### config.mk
export PLATFORM = sky130hd
export DESIGN_NAME = dsi_video_pkt_sched
export DESIGN_NICKNAME = d
export VERILOG_FILES = /design/src/rtl/dsi_sched_pkg.sv /design/src/rtl/dsi_pld_counter.sv /design/src/rtl/dsi_video_pkt_sched.sv
export SDC_FILE = /design/constraint.sdc
export NUM_CORES = 1
export LEC_CHECK = 0
export CAP_MARGIN = 20
export CORE_MARGIN = 2
export CORE_UTILIZATION = 45
export DETAILED_ROUTE_END_ITERATION = 8
export PLACE_DENSITY = 0.81
export SLEW_MARGIN = 20
export SYNTH_ARGS = -nofsm -noshare
export SYNTH_HDL_FRONTEND = slang
export SYNTH_HIERARCHICAL = 1
export SYNTH_SLANG_ARGS = --single-unit
### constraint.sdc
create_clock -name clk -period 3.25 [get_ports clk]
set_input_delay 0.65 -clock clk [delete_from_list [all_inputs] [get_ports clk]]
set_output_delay 0.65 -clock clk [all_outputs]
set_load 0.005 [all_outputs]
### src/rtl/dsi_sched_pkg.sv
// Shared constants for the DSI video packet scheduler: packet data types,
// FSM state encoding and the packet header packing helper.
package dsi_sched_pkg;

  localparam logic [5:0] DT_VSS   = 6'h01;
  localparam logic [5:0] DT_VSE   = 6'h11;
  localparam logic [5:0] DT_HSS   = 6'h21;
  localparam logic [5:0] DT_HES   = 6'h31;
  localparam logic [5:0] DT_BLANK = 6'h19;
  localparam logic [5:0] DT_RGB   = 6'h3E;

  typedef enum logic [3:0] {
    ST_IDLE,
    ST_SYNC,
    ST_HSA_HDR,
    ST_HSA_PLD,
    ST_HES,
    ST_HBP_HDR,
    ST_HBP_PLD,
    ST_RGB_HDR,
    ST_RGB_PLD,
    ST_HFP_HDR,
    ST_HFP_PLD
  } state_t;

  // Header word: {word count or short-packet data, virtual channel 0, data type}
  function automatic logic [23:0] mk_cmd(input logic [15:0] wc, input logic [5:0] dt);
    return {wc, 2'b00, dt};
  endfunction

endpackage

### src/rtl/dsi_pld_counter.sv
// Payload beat counter: loaded with ceil(wc/4) when a long-packet header is
// accepted, counts down on each completed beat, flags the final beat.
module dsi_pld_counter (
  input  logic        clk,
  input  logic        reset,
  input  logic        load,
  input  logic [15:0] wc,
  input  logic        dec,
  output logic        last
);

  logic [14:0] cnt;
  logic [14:0] beats;

  // 16-bit word count rounded up to 4-byte beats never exceeds 15 bits
  assign beats = 15'((17'(wc) + 17'd3) >> 2);

  // Down-counter; the zero guard keeps a stray handshake from wrapping it
  always_ff @(posedge clk) begin
    if (reset) begin
      cnt <= '0;
    end else if (load) begin
      cnt <= beats;
    end else if (dec && (cnt != 15'd0)) begin
      cnt <= cnt - 15'd1;
    end
  end

  assign last = (cnt == 15'd1);

endmodule

### src/rtl/dsi_video_pkt_sched.sv
// DSI video-mode packet scheduler. Per line_start it emits the sync short
// packet, HSA blanking and HES; active lines add HBP, RGB and HFP long
// packets. Long packets with a zero word count are skipped at elaboration.
//
// state    | meaning
// IDLE     | waiting for line_start (enable sampled here)
// SYNC     | VSS / VSE / HSS short packet header
// HSA_HDR  | HSA blanking long-packet header
// HSA_PLD  | HSA blanking payload (zeros)
// HES      | HSync-end short packet header
// HBP_HDR  | back-porch long-packet header
// HBP_PLD  | back-porch payload (zeros)
// RGB_HDR  | pixel long-packet header
// RGB_PLD  | pixel payload, passed through from px_* combinationally
// HFP_HDR  | front-porch long-packet header
// HFP_PLD  | front-porch payload (zeros)
module dsi_video_pkt_sched
  import dsi_sched_pkg::*;
#(
  parameter logic [15:0] HSP   = 16'd6,
  parameter logic [15:0] HBP   = 16'd100,
  parameter logic [15:0] H_VAL = 16'd1080,
  parameter logic [15:0] HFP   = 16'd60,
  parameter logic [15:0] VSP   = 16'd6,
  parameter logic [15:0] VBP   = 16'd20,
  parameter logic [15:0] V_VAL = 16'd1920,
  parameter logic [15:0] VFP   = 16'd10
) (
  input  logic        clk,
  input  logic        reset,
  input  logic        enable,
  input  logic        line_start,
  output logic [23:0] pkt_cmd,
  output logic        pkt_cmd_valid,
  input  logic        pkt_cmd_ready,
  output logic [31:0] pld_data,
  output logic        pld_valid,
  output logic        pld_last,
  input  logic        pld_ready,
  input  logic [31:0] px_data,
  input  logic        px_valid,
  output logic        px_ready,
  output logic        hs_active,
  output logic        busy,
  output logic [15:0] line_cnt,
  output logic        overrun,
  input  logic        clr_err
);

  localparam logic [15:0] V_TOTAL = VSP + VBP + V_VAL + VFP;
  localparam logic [15:0] RGB_WC  = 16'(32'(H_VAL) * 32'd3);
  localparam logic [16:0] ACT_LO  = 17'(VSP) + 17'(VBP);
  localparam logic [16:0] ACT_HI  = ACT_LO + 17'(V_VAL);

  // Successor of each packet once zero-length long packets are skipped
  localparam state_t AFTER_SYNC = (HSP != 16'd0) ? ST_HSA_HDR : ST_HES;
  localparam state_t AFTER_HFP_SKIP = (HFP != 16'd0) ? ST_HFP_HDR : ST_IDLE;
  localparam state_t AFTER_HBP = (RGB_WC != 16'd0) ? ST_RGB_HDR : AFTER_HFP_SKIP;
  localparam state_t AFTER_HES = (HBP != 16'd0) ? ST_HBP_HDR : AFTER_HBP;

  state_t      state, state_nxt;
  logic        cnt_load, cnt_dec, cnt_last;
  logic [15:0] cnt_wc;
  logic [5:0]  sync_dt;
  logic        active_line;
  logic        line_done;

  dsi_pld_counter u_pld_counter (
    .clk   (clk),
    .reset (reset),
    .load  (cnt_load),
    .wc    (cnt_wc),
    .dec   (cnt_dec),
    .last  (cnt_last)
  );

  assign active_line = ({1'b0, line_cnt} >= ACT_LO) && ({1'b0, line_cnt} < ACT_HI);
  assign sync_dt     = (line_cnt == 16'd0) ? DT_VSS :
                       (line_cnt == VSP)   ? DT_VSE : DT_HSS;
  assign busy        = (state != ST_IDLE);
  assign hs_active   = busy;
  assign line_done   = busy && (state_nxt == ST_IDLE);

  // State register
  always_ff @(posedge clk) begin
    if (reset) state <= ST_IDLE;
    else       state <= state_nxt;
  end

  // Line counter advances as each line finishes and wraps at the frame end
  always_ff @(posedge clk) begin
    if (reset) begin
      line_cnt <= '0;
    end else if (line_done) begin
      line_cnt <= (line_cnt == V_TOTAL - 16'd1) ? 16'd0 : line_cnt + 16'd1;
    end
  end

  // Sticky overrun: a line_start arriving mid-line; a new set beats a clear
  always_ff @(posedge clk) begin
    if (reset)                    overrun <= 1'b0;
    else if (line_start && busy)  overrun <= 1'b1;
    else if (clr_err)             overrun <= 1'b0;
  end

  // Next-state and output decode; headers hold until ready, beats until ready
  always_comb begin
    state_nxt     = state;
    pkt_cmd       = '0;
    pkt_cmd_valid = 1'b0;
    pld_data      = '0;
    pld_valid     = 1'b0;
    pld_last      = 1'b0;
    px_ready      = 1'b0;
    cnt_load      = 1'b0;
    cnt_dec       = 1'b0;
    cnt_wc        = '0;
    case (state)
      ST_IDLE: begin
        if (line_start && enable) state_nxt = ST_SYNC;
      end
      ST_SYNC: begin
        pkt_cmd_valid = 1'b1;
        pkt_cmd       = mk_cmd(16'd0, sync_dt);
        if (pkt_cmd_ready) state_nxt = AFTER_SYNC;
      end
      ST_HSA_HDR, ST_HBP_HDR, ST_HFP_HDR, ST_RGB_HDR: begin
        pkt_cmd_valid = 1'b1;
        cnt_wc = (state == ST_HSA_HDR) ? HSP :
                 (state == ST_HBP_HDR) ? HBP :
                 (state == ST_HFP_HDR) ? HFP : RGB_WC;
        pkt_cmd = mk_cmd(cnt_wc, (state == ST_RGB_HDR) ? DT_RGB : DT_BLANK);
        if (pkt_cmd_ready) begin
          cnt_load  = 1'b1;
          state_nxt = (state == ST_HSA_HDR) ? ST_HSA_PLD :
                      (state == ST_HBP_HDR) ? ST_HBP_PLD :
                      (state == ST_HFP_HDR) ? ST_HFP_PLD : ST_RGB_PLD;
        end
      end
      ST_HSA_PLD, ST_HBP_PLD, ST_HFP_PLD: begin
        pld_valid = 1'b1;
        pld_last  = cnt_last;
        cnt_dec   = pld_ready;
        if (pld_ready && cnt_last) begin
          state_nxt = (state == ST_HSA_PLD) ? ST_HES :
                      (state == ST_HBP_PLD) ? AFTER_HBP : ST_IDLE;
        end
      end
      ST_HES: begin
        pkt_cmd_valid = 1'b1;
        pkt_cmd       = mk_cmd(16'd0, DT_HES);
        if (pkt_cmd_ready) state_nxt = active_line ? AFTER_HES : ST_IDLE;
      end
      ST_RGB_PLD: begin
        pld_data  = px_data;
        pld_valid = px_valid;
        pld_last  = cnt_last;
        px_ready  = pld_ready;
        cnt_dec   = px_valid && pld_ready;
        if (px_valid && pld_ready && cnt_last) state_nxt = AFTER_HFP_SKIP;
      end
      default: state_nxt = ST_IDLE;
    endcase
  end

endmodule

# Yosys cells after proc, flatten, opt, wreduce, memory -nomap -nowiden
# Cells that the tools add are included.
totals:
  regBits: 36
  input_bits: 40
classes:
  muxes: 34
  add_sub_neg: 3
  n_eq_ne: 13
  n_lt_le_gt_ge: 2
  n_reduce_logical: 19
ops:
  columns: ["op", "n"]
  rows:
  - ["$pmux 20 s3", 1]
  - ["$mux 12", 4]
  - ["$mux 32", 1]
  - ["$mux 4", 8]
  - ["$mux 15", 2]
  - ["$pmux 4 s6", 1]
  - ["$mux 6", 3]
  - ["$add 16x1->16 const B", 1]
  - ["$eq 16x11->1 const B", 1]
  - ["$eq 16x3->1 const B", 1]
  - ["$eq 4x3->1 const B", 4]
  - ["$ge 16x5->1 const B", 1]
  - ["$logic_not 16->1", 1]
  - ["$lt 16x11->1 const B", 1]
  - ["$mux 16", 1]
  - ["$eq 15x1->1 const B", 1]
  - ["$reduce_bool 15->1", 1]
  - ["$sub 15x1->15 const B", 1]
  - ["$add 12x2->13 const B", 1]
  - ["$eq 4x4->1 const B", 3]
  - ["$mux 3", 3]
  - ["$eq 4x2->1 const B", 2]
  - ["$logic_and 1x1->1", 8]
  - ["$logic_not 4->1", 2]
  - ["other kinds (9)", 18]

# Depth between registers and ports, before layout
# Gate-level depths: netlist of run 1.
depth:
  depth_word: 8
  depth_mapped: 11
  ltp_nobuf: 10

# Modules after synthesis
# Netlist of run 1, hierarchy kept.
by_module_without_submodules:
  columns: ["mod", "seq_area_each_um2", "instances", "area_each_um2", "cells_each"]
  rows:
  - ["dsi_video_pkt_sched", 420.4, 1, 2038.2, 284]
  - ["dsi_pld_counter", 300.3, 1, 1114.8, 139]

# Least setup slack after synthesis of run 1
# OpenSTA, ideal clock, no wires.
synth_path:
  path_kind: "reg-to-reg"
  from: "register u_pld_counter.cnt[5]"
  to: "register line_cnt[12]"
  path_stages_with_launch: 11
  period_less_slack_ns: 2.983
  required_time_ns: 3.134
  t_arrival_ns: 2.867
  path_buffers: 1
  setup_time_ns: 0.116
  path_slack_ns: 0.267
  cell_sequence: "dfxtp_1 or4_4 nor4_1 and3_1 nand2_1 o32a_1 o311a_1 a211o_1 buf_2 o311a_1 a31o_2"
synth_between:
  elab_chain_cells: 6
  elab_cells_between_ends: 8
  classes_between: "eq/ne: 1; mux: 3; reduce/logical: 4"
synth_rtl:
  columns: ["element", "line_no", "rtl"]
  rows:
  - ["start, declared", "dsi_pld_counter.sv:12", "logic [14:0] cnt;"]
  - ["start signal, assigned", "dsi_pld_counter.sv:23", "cnt <= beats;"]
  - ["start signal, assigned", "dsi_pld_counter.sv:25", "cnt <= cnt - 15'd1;"]
  - ["$eq 15x1->1 *", "dsi_pld_counter.sv:29", "assign last = (cnt == 15'd1);"]
  - ["via cnt_last", "dsi_video_pkt_sched.sv:62", "logic cnt_load, cnt_dec, cnt_last;"]
  - ["$logic_and 1x1->1, on equally long branches", "dsi_video_pkt_sched.sv:160, dsi_video_pkt_sched.sv:144", null]
  - ["$mux 4, on equally long branches", "dsi_video_pkt_sched.sv:160, dsi_video_pkt_sched.sv:144", null]
  - ["$pmux 4 s6 *", "dsi_video_pkt_sched.sv:118", "case (state)"]
  - ["$logic_not 4->1 *", "dsi_video_pkt_sched.sv:82", "assign line_done = busy && (state_nxt == ST_IDLE);"]
  - ["$logic_and 1x1->1 *", "dsi_video_pkt_sched.sv:82", null]
  - ["end signal, assigned", "dsi_video_pkt_sched.sv:95", "line_cnt <= (line_cnt == V_TOTAL - 16'd1) ? 16'd0 : line_cnt + 16'd1;"]
  - ["end, declared", "dsi_video_pkt_sched.sv:45", "output logic [15:0] line_cnt,"]
# The timed path passes the listed nets; every way through them passes the cells marked *.
# A chain may end at the register's enable or synchronous reset.

# Worst setup path in the final report of run 1
layout_path:
  from: "register u_pld_counter.cnt[5]"
  to: "register line_cnt[10]"
# The elaborated chain is that of the path after synthesis.

==> results.py, run 1 <==
metrics = {
    "run_status": {
        "status": "finished, final reports clean",
    },
    "critical_path": {
        "crit_buf_inv": 0,
        "critical_path_depth": 9,
        "crit_path_cell_trace": "or4_4 > nor4_2 > and3_2 > nand2_1 > o32a_1 > o311a_1 > a211o_2 > or3_1 > a32o_1",
        "r2r-start": "u_pld_counter/cnt[5]",
        "worstSetupStartpointType": "register",
        "max_stage_delay_ns": 0.56,
        "worstSetupEndpointType": "register",
        "worstPathRequired_ns": 3.44,
        "cp_top_family": "simple AND/OR/NAND/NOR gates",
        "rr_endpoint": "line_cnt[10]",
        "worstSetupStartpoint": "u_pld_counter/cnt[5]",
        "crit_end": "line_cnt[10]",
        "rrSetupSlack_ns": 0.19,
        "crit_type": "reg -> reg",
        "slowest_stage": "or4_4",
        "worstPathArrival_ns": 3.25,
        "cp_max_fo": 14,
        "reg2reg_depth": 9,
    },
    "timing": {
        "slew-limit-headroom": 0.602,
        "setup-violations-final": 0,
        "fin_crit_ns": 3.06,
        "fmax_ghz": 0.327,
        "post-route-period-util": 0.942,
        "drv_slew": 0,
        "rsz0062_at_grt": "false",
        "hold_violations": 0,
        "finalSetupTns_ns": 0,
        "skew_ns": 0.00711,
        "worstMarginPinSlew_ns": 0.593,
    },
    "global_route": {
        "grt_pass1_vias": 3327,
        "groute.usage.overall": 0.250,
        "grt_overflow": 0,
        "grt_max_degree": 38,
        "grt_pass1_wl_mm": 15.7,
        "antenna_found_initial": 0,
    },
    "routing": {
        "wl_mm": 9.70,
        "vias": 3591,
        "drt_pass1_iterations": 5,
        "drt-initial-drc-count": 179,
        "remaining_drc_errors": 0,
        "ant_nets": 0,
        "viasPerCell": 5.53,
        "wl_per_cell_um": 14.9,
    },
    "yosys": {
        "synthFlopType": "dfxtp_1",
        "async_flop_share": 0,
        "synth_warnings": 6,
        "netlist_top_cells_area": "dfxtp_1 23%, and2_1 7.1%, a21oi_1 4.1%",
        "synth-edff-count": 0,
        "synth_cells": 423,
        "synthDistinctLibCells": 63,
        "ys_top_cells_by_count": "36 x and2_1, 36 x dfxtp_1, 32 x nor2_1",
        "yosys.area.top_type_share": 0.229,
        "avgSynthCellArea_um2": 7.45,
        "seq_area_frac_synth": 0.229,
        "ys_seq_elements": 36,
        "synth_area_um2": 3150,
        "yosysTopAreaCell": "dfxtp_1",
    },
    "clock_tree": {
        "cts_max_level": 2,
        "cts_tree": "built",
        "root_buffer": "clkbuf_8",
        "cts.sinks": 36,
        "clkTransAtPathRegs_ns": 0.08,
        "clkLatencyLatePin_ns": 0.30,
        "ctsHoldBuffers": 0,
        "cts_setup_buffers": 0,
        "cts_buffers": 5,
        "cts_buffer_depth": 2,
    },
    "pwr": {
        "switchingPower_mw": 0.306,
        "power_density_nw_per_um2": 240,
        "internal-power_mw": 0.794,
        "p_clk_frac": 0.370,
        "combPwrFrac": 0.212,
        "ir_worst_vdd_mv": 0.168,
        "p_leak_nw": 1.62,
        "p_seq_frac": 0.419,
        "switching_share": 0.278,
    },
    "floorplan": {
        "num_rows": 30,
        "dieArea_um2": 7690,
        "pin_count": 119,
        "core_um2": 6790,
        "start_util": 0.464,
        "fp.dieW_um": 87.7,
        "die_y_um": 87.7,
    },
    "place": {
        "postPlaceCellArea_um2": 4440,
        "gp_congestion": 0.947,
        "dp_cells": 641,
        "hpwl_mm": 7.21,
        "port_buffers": 109,
    },
    "final_layout": {
        "antenna_cells": 0,
        "area_growth_pct": 45.4,
        "drive_above_1_share": 0.0958,
        "stdcell_area_um2": 4580,
        "nets": 597,
        "final_cells": 649,
        "final.fill_count": 585,
    },
    "worst_hold_path": {
        "hold_class": "reg -> reg",
    },
    "run": {
        "drv_cap": 0,
    },
}
layout make-up:
| type | count | area, µm² | area share |
|---|---|---|---|
| Tap cell | 96 | 120 | 0.0262 |
| Timing Repair Buffer | 131 | 1260 | 0.274 |
| Clock buffer | 5 | 68.8 | 0.0150 |
| Clock inverter | 3 | 42.5 | 0.00928 |
| Multi-Input combinational cell | 366 | 2330 | 0.508 |
| Sequential cell | 36 | 722 | 0.158 |
| Inverter | 12 | 45.0 | 0.00983 |
metrics by stage:
stage / power (mW) / hold WS, ns / worst slack, ns / utilization
after global routing: 1.15 / 0.536 / 0.0178 / 0.675
after floorplan: 0.599 / 0.462 / 0.267 / -
after CTS: 1.10 / 0.524 / 0.00939 / 0.671
final: 1.10 / 0.522 / 0.190 / 0.675
after global placement: 0.693 / 0.484 / 0.111 / 0.653
after detailed placement: 0.697 / 0.512 / 0.0324 / 0.653
worst reg2reg max path: cells and delay by family (launching register included):
family	cells	cell delay [ns]
and+or+nand+nor	5	1.50
AOI/OAI and AO/OA	4	1.15
DFF	1	0.32
power by group through the flow:
stage               combinational, mW  clock [mW]  sequential, mW
floorplan                       0.132           0           0.467
global placement                0.223           0           0.470
detailed placement              0.227           0           0.470
finish                          0.233       0.407           0.461
global route                    0.256       0.429           0.462
CTS                             0.228       0.412           0.460
worst min-delay path by stage:
stage,start,to,slack (ns),cells past startpoint
after CTS,u_pld_counter/cnt[14],u_pld_counter/cnt[14],0.52,2
after global placement,u_pld_counter/cnt[14],u_pld_counter/cnt[14],0.48,2
after global routing,u_pld_counter/cnt[14],u_pld_counter/cnt[14],0.54,2
after floorplan,u_pld_counter/cnt[14],u_pld_counter/cnt[14],0.46,2
final,u_pld_counter/cnt[14],u_pld_counter/cnt[14],0.52,2
after detailed placement,u_pld_counter/cnt[14],u_pld_counter/cnt[14],0.51,2
cells in the final DEF, fill, tap and decap left out, types with 4 or more instances in the layout:
| cell | n |
|---|---|
| a21oi_1 | 26 |
| nand2_1 | 20 |
| a211oi_1 | 16 |
| nor3_2 | 4 |
| and3_1 | 8 |
| conb_1 | 33 |
| a211o_1 | 4 |
| clkdlybuf4s50_1 | 109 |
| a31oi_1 | 4 |
| nand2b_1 | 8 |
| a21o_1 | 4 |
| xor2_1 | 6 |
| o22ai_1 | 4 |
| dfxtp_1 | 35 |
| clkbuf_8 | 5 |
| nor2_1 | 32 |
| inv_1 | 10 |
| or3_1 | 10 |
| ha_1 | 5 |
| a32o_1 | 8 |
| o21ai_0 | 10 |
| nor4_1 | 10 |
| xnor2_1 | 12 |
| o21a_1 | 5 |
| nand4_1 | 13 |
| nand3_1 | 14 |
| nor3_1 | 13 |
| buf_4 | 22 |
| and2_1 | 36 |
| nor2b_1 | 6 |
cells by family after synthesis:
group                    count (synthesis)  synth area share
adder cells (fa/ha/maj)                  5            0.0198
AO/OA/AOI/OAI                          107             0.244
multiplexers                             4            0.0139
buffers and inverters                   53            0.0825
XOR/XNOR                                18            0.0500
other                                    1           0.00119
AND/OR/NAND/NOR                        199             0.360
flip-flops                              36             0.229
routing by layer:
| layer | GRT usage | wire length, µm | vias up |
|---|---|---|---|
| met2 | 0.417 | 4920 | 114 |
| met3 | 0.0528 | 468 | 13 |
| met1 | 0.331 | 4190 | 1672 |
| met4 | 0.0643 | 119 | 0 |
| li1 | - | - | 1792 |
| met5 | 0 | 0 | - |
sequential cells by signal (all words and copies together), names as in the netlist:
signal             flops
line_cnt              16
u_pld_counter/cnt     15
state                  4
overrun                1
what timing repair did:
| action | in CTS | in global routing |
|---|---|---|
| pin swaps | 0 | 0 |
| endpoints found under the setup margin | 1 | 51 |
| hold endpoints to repair | 0 | 0 |
| resized for setup | 1 | 7 |
Note: power is estimated with default switching activity, not from simulation.
==> inputs of run 2 (changes only) <==
--- a/config.mk
+++ b/config.mk
@@ -6,6 +6,7 @@
 export NUM_CORES = 1
 export LEC_CHECK = 0
 export CAP_MARGIN = 20
+export CORE_ASPECT_RATIO = 0.6
 export CORE_MARGIN = 2
 export CORE_UTILIZATION = 45
 export DETAILED_ROUTE_END_ITERATION = 8
==> run 2 against run 1 <==
Net effect: power is 15% higher; critical path depth is 2 lower; final cell count is 0.46% lower; first-iteration DRC count is 51% higher.
==> results.py, run 2 (synthesis gave the netlist of run 1 again) <==
metrics = {
    "run_status": {
        "status": "finished, final reports clean",
    },
    "routing": {
        "viasPerCell": 5.80,
        "drt_pass1_iterations": 6,
        "remaining_drc_errors": 0,
        "ant_nets": 0,
        "drt-initial-drc-count": 270,
        "wl_per_cell_um": 16.9,
        "vias": 3749,
        "wl_mm": 10.9,
    },
    "critical_path": {
        "worstPathRequired_ns": 2.60,
        "worstPathArrival_ns": 2.49,
        "worstSetupEndpointType": "output port",
        "crit_type": "reg -> out",
        "cp_max_fo": 4,
        "rrSetupSlack_ns": 0.16,
        "worstSetupStartpointType": "register",
    },
    "final_layout": {
        "area_growth_pct": 47.9,
        "seqCellArea_um2": 722,
        "final.fill_count": 571,
        "nets": 603,
        "multi_input_area_um2": 2320,
        "final_cells": 646,
        "top_register": "line_cnt",
        "antenna_cells": 0,
        "stdcell_area_um2": 4660,
        "final_cell_mix": "109 x clkdlybuf4s50_1, 36 x and2_1, 35 x dfxtp_1",
        "final_common_cell": "clkdlybuf4s50_1",
        "largest_register_ff_count": 16,
        "largestRegisters": "line_cnt x16, u_pld_counter/cnt x15, state x4",
        "drive_above_1_share": 0.100,
        "utilization": 0.693,
    },
    "floorplan": {
        "dieArea_um2": 7710,
        "fp.dieW_um": 112,
        "start_util": 0.468,
        "die_y_um": 68.8,
        "num_rows": 23,
        "pin_count": 119,
        "core_um2": 6730,
    },
    "global_route": {
        "antenna_found_initial": 0,
        "grt_util_met1": 0.377,
        "grt_overflow": 0,
        "grt_pass1_vias": 3355,
        "grt_use_met3": 0.0507,
        "grt_util_met2": 0.460,
        "groute.usage.overall": 0.277,
        "grt-busiest-layer": "met2",
        "grt_max_degree": 28,
        "grt_pass1_wl_mm": 17.0,
    },
    "timing": {
        "fmax_ghz": 0.319,
        "drv_slew": 0,
        "rsz0062_at_grt": "false",
        "finalSetupTns_ns": 0,
        "post-route-period-util": 0.965,
        "fin_crit_ns": 3.14,
        "setup-violations-final": 0,
        "slew-limit-headroom": 0.590,
        "worstMarginPinSlew_ns": 0.610,
        "skew_ns": 0.00280,
        "hold_violations": 0,
    },
    "pwr": {
        "p_leak_nw": 1.68,
        "ir_worst_vdd_mv": 0.245,
        "power_density_nw_per_um2": 272,
    },
    "clock_tree": {
        "cts_tree": "built",
        "root_buffer": "clkbuf_16",
        "cts_buffer_depth": 2,
        "cts.sinks": 36,
        "ctsResizeCount": 0,
        "cts_max_level": 2,
        "cts_buffers": 5,
        "ctsHoldBuffers": 0,
        "cts_setup_buffers": 0,
        "clkTransAtPathRegs_ns": 0.06,
        "clkLatencyLatePin_ns": 0.29,
    },
    "worst_hold_path": {
        "hold_class": "reg -> reg",
    },
    "place": {
        "dp_cells": 638,
        "hpwl_mm": 8.32,
        "postPlaceCellArea_um2": 4470,
        "port_buffers": 109,
        "gp_congestion": 0.902,
    },
    "run": {
        "drv_cap": 0,
    },
}
[run 2: area by class of cell]
cell class / instances / area share
clock buffer: 6 / 0.0276
clock inverter: 2 / 0.00751
inverter: 12 / 0.00966
multi-input combinational: 366 / 0.498
sequential: 36 / 0.155
tap: 87 / 0.0233
timing repair buffer: 137 / 0.279
[run 2: final timing paths]
kind,from,end,cells after the start
min reg2reg,u_pld_counter/cnt[14],u_pld_counter/cnt[14],2
max reg2reg,u_pld_counter/cnt[5],line_cnt[10],10
max,u_pld_counter/cnt[5],pld_last,7
min,u_pld_counter/cnt[14],u_pld_counter/cnt[14],2
[run 2: layer usage]
layer	vias up	share of wire	wire (µm)
met1	1758	0.45	4950
met4	0	0.0098	107
li1	1787	-	-
met3	8	0.084	913
met5	-	0	0
met2	196	0.45	4920
[run 2: metrics by stage]
stage / hold WS, ns / power (mW) / worst slack (ns)
5_1_grt: 0.567 / 1.31 / 0.0109
3_3_place_gp: 0.511 / 0.704 / 0.149
4_1_cts: 0.538 / 1.26 / 0.107
3_5_place_dp: 0.528 / 0.709 / 0.119
2_1_floorplan: 0.462 / 0.599 / 0.267
6_report: 0.534 / 1.27 / 0.114
[run 2: power breakdown]
group / internal (mW) / leakage (nW) / switching, mW
registers: 0.450 / 0.291 / 0.0151
clock network: 0.361 / 0.0808 / 0.198
logic: 0.122 / 1.31 / 0.122
total: 0.933 / 1.68 / 0.335
[run 2: worst max-delay path, stage by stage, from the launching register on]
cell	delay, ns
dfxtp_1	0.31
or4_4	0.55
nor4_1	0.18
buf_4	0.16
and3_1	0.20
buf_4	0.14
o21a_1	0.15
clkdlybuf4s50_1	0.51
==> inputs of run 3 (changes only) <==
--- a/config.mk
+++ b/config.mk
@@ -5,13 +5,13 @@
 export SDC_FILE = /design/constraint.sdc
 export NUM_CORES = 1
 export LEC_CHECK = 0
+export ABC_CLOCK_PERIOD_IN_PS = 3250
 export CAP_MARGIN = 20
 export CORE_ASPECT_RATIO = 0.6
 export CORE_MARGIN = 2
-export CORE_UTILIZATION = 45
+export CORE_UTILIZATION = 35
 export DETAILED_ROUTE_END_ITERATION = 8
-export PLACE_DENSITY = 0.81
-export SLEW_MARGIN = 20
+export PLACE_DENSITY = 0.66
 export SYNTH_ARGS = -nofsm -noshare
 export SYNTH_HDL_FRONTEND = slang
 export SYNTH_HIERARCHICAL = 1
==> run 3 against run 2 <==
Net effect: die area grew 27%; utilization down 14 points; largest cell class unchanged; final area rose by 1.7%; non-clock buffer count up 5; largest power group unchanged; critical path depth did not move.
==> results.py, run 3 (synthesis gave the netlist of run 1 again) <==
metrics = {
    "global_route": {
        "grt_pass1_vias": 3182,
        "grt_overflow": 0,
        "grt_pass1_wl_mm": 16.6,
        "groute.usage.overall": 0.208,
        "antenna_found_initial": 0,
        "grt_max_degree": 38,
    },
    "floorplan": {
        "pin_count": 119,
        "start_util": 0.366,
        "num_rows": 26,
        "die_y_um": 77.5,
        "core_um2": 8620,
        "fp.dieW_um": 127,
        "dieArea_um2": 9810,
    },
    "final_layout": {
        "final_common_cell": "clkdlybuf4s50_1",
        "largestRegisters": "line_cnt x16, u_pld_counter/cnt x15, state x4",
        "nets": 608,
        "top_register": "line_cnt",
        "antenna_cells": 0,
        "largest_register_ff_count": 16,
        "stdcell_area_um2": 4750,
        "drive_above_1_share": 0.110,
        "final_cell_mix": "109 x clkdlybuf4s50_1, 36 x and2_1, 36 x dfxtp_1",
        "final.fill_count": 810,
        "area_growth_pct": 50.5,
    },
    "critical_path": {
        "crit_type": "reg -> out",
        "worstSetupEndpointType": "output port",
        "worstSetupStartpointType": "register",
        "crit_path_cell_trace": "or3_4 > nor4_2 > buf_4 > and3_1 > buf_4 > o21a_1 > clkdlybuf4s50_1",
        "worstPathArrival_ns": 2.46,
        "max_stage_delay_ns": 0.52,
        "cp_common_cell": "buf_4",
        "cp_max_fo": 6,
        "slowest_stage": "clkdlybuf4s50_1",
        "worstPathRequired_ns": 2.60,
    },
    "run": {
        "drv_cap": 0,
    },
    "timing": {
        "finalSetupTns_ns": 0,
        "fin_crit_ns": 3.11,
        "skew_ns": 0.0102,
        "slew-limit-headroom": 0.602,
        "fmax_ghz": 0.322,
        "rsz0062_at_grt": "false",
        "worstMarginPinSlew_ns": 0.593,
        "setup-violations-final": 0,
        "drv_slew": 0,
        "post-route-period-util": 0.956,
        "hold_violations": 0,
    },
    "clock_tree": {
        "cts.sinks": 36,
        "cts_max_level": 2,
        "root_buffer": "clkbuf_16",
        "cts_buffers": 5,
        "cts_buffer_depth": 2,
        "clkLatencyLatePin_ns": 0.29,
        "clkTransAtPathRegs_ns": 0.06,
        "cts_tree": "built",
    },
    "routing": {
        "drt-initial-drc-count": 325,
        "wl_mm": 10.5,
        "wl_per_cell_um": 15.6,
        "remaining_drc_errors": 0,
        "ant_nets": 0,
        "vias": 3727,
        "viasPerCell": 5.51,
        "drt_pass1_iterations": 5,
    },
    "worst_hold_path": {
        "hold_class": "reg -> reg",
    },
    "place": {
        "postPlaceCellArea_um2": 4540,
        "gp_congestion": 0.876,
        "port_buffers": 109,
        "hpwl_mm": 8.16,
    },
    "run_status": {
        "status": "finished, final reports clean",
    },
    "pwr": {
        "power_density_nw_per_um2": 272,
        "p_leak_nw": 1.70,
        "ir_worst_vdd_mv": 0.194,
    },
}
[run 3: per-stage QoR]
step / cells / hold WS (ns) / total power, mW / util / worst slack, ns
2_1_floorplan: 455 / 0.462 / 0.599 / - / 0.267
3_3_place_gp: 668 / 0.519 / 0.712 / 0.527 / 0.0728
3_5_place_dp: 668 / 0.506 / 0.714 / 0.527 / 0.0343
4_1_cts: 676 / 0.517 / 1.29 / 0.547 / 0.0268
5_1_grt: 676 / 0.567 / 1.34 / 0.551 / 0.0235
6_report: 676 / 0.521 / 1.29 / 0.551 / 0.143
[run 3: path summary, 6_finish.rpt]
kind                                            start                     to  slack (ns)  depth (start not counted)
worst max-delay path            u_pld_counter/cnt[11]               pld_last        0.14                          7
worst min-delay path            u_pld_counter/cnt[14]  u_pld_counter/cnt[14]        0.52                          2
worst max register to register  u_pld_counter/cnt[11]            line_cnt[9]        0.19                         10
worst min register to register  u_pld_counter/cnt[14]  u_pld_counter/cnt[14]        0.52                          2
[run 3: cell type report]
cell class	count	area (µm²)	share of cell area
well taps	112	140	0.0295
multi-input cells	366	2330	0.491
flip-flops and latches	36	721	0.152
clock buffers	5	125	0.0264
clock inverters	3	46.3	0.00975
repair buffers	142	1340	0.282
inverters	12	45.0	0.00949
[run 3: per-layer routing]
metal  vias up  wire [µm]  track usage
li1       1818          -            -
met1      1722       5210        0.324
met2       174       4370        0.292
met3        13        840       0.0372
met4         0        107       0.0429
met5         -          0            0
[run 3: power breakdown]
part / internal (mW) / leakage [nW] / switching, mW / total (mW)
Combinational: 0.128 / 1.33 / 0.123 / 0.251
Sequential: 0.450 / 0.291 / 0.0133 / 0.463
Clock: 0.365 / 0.0804 / 0.211 / 0.576
Total: 0.943 / 1.70 / 0.347 / 1.29
[run 3: worst max-delay path, delay by kind of cell (launching register included)]
family                 cells  cell delay (ns)
AND/OR/NAND/NOR            3             0.88
AO/OA/AOI/OAI              1             0.13
buffers and inverters      3             0.82
flip-flops                 1             0.34
[run 3: what timing repair did]
item	CTS	global route
buffers inserted	0	0
endpoints found under the hold margin	0	0
endpoints found under the setup margin	0	15
resized for setup	0	6
hold buffers	0	0
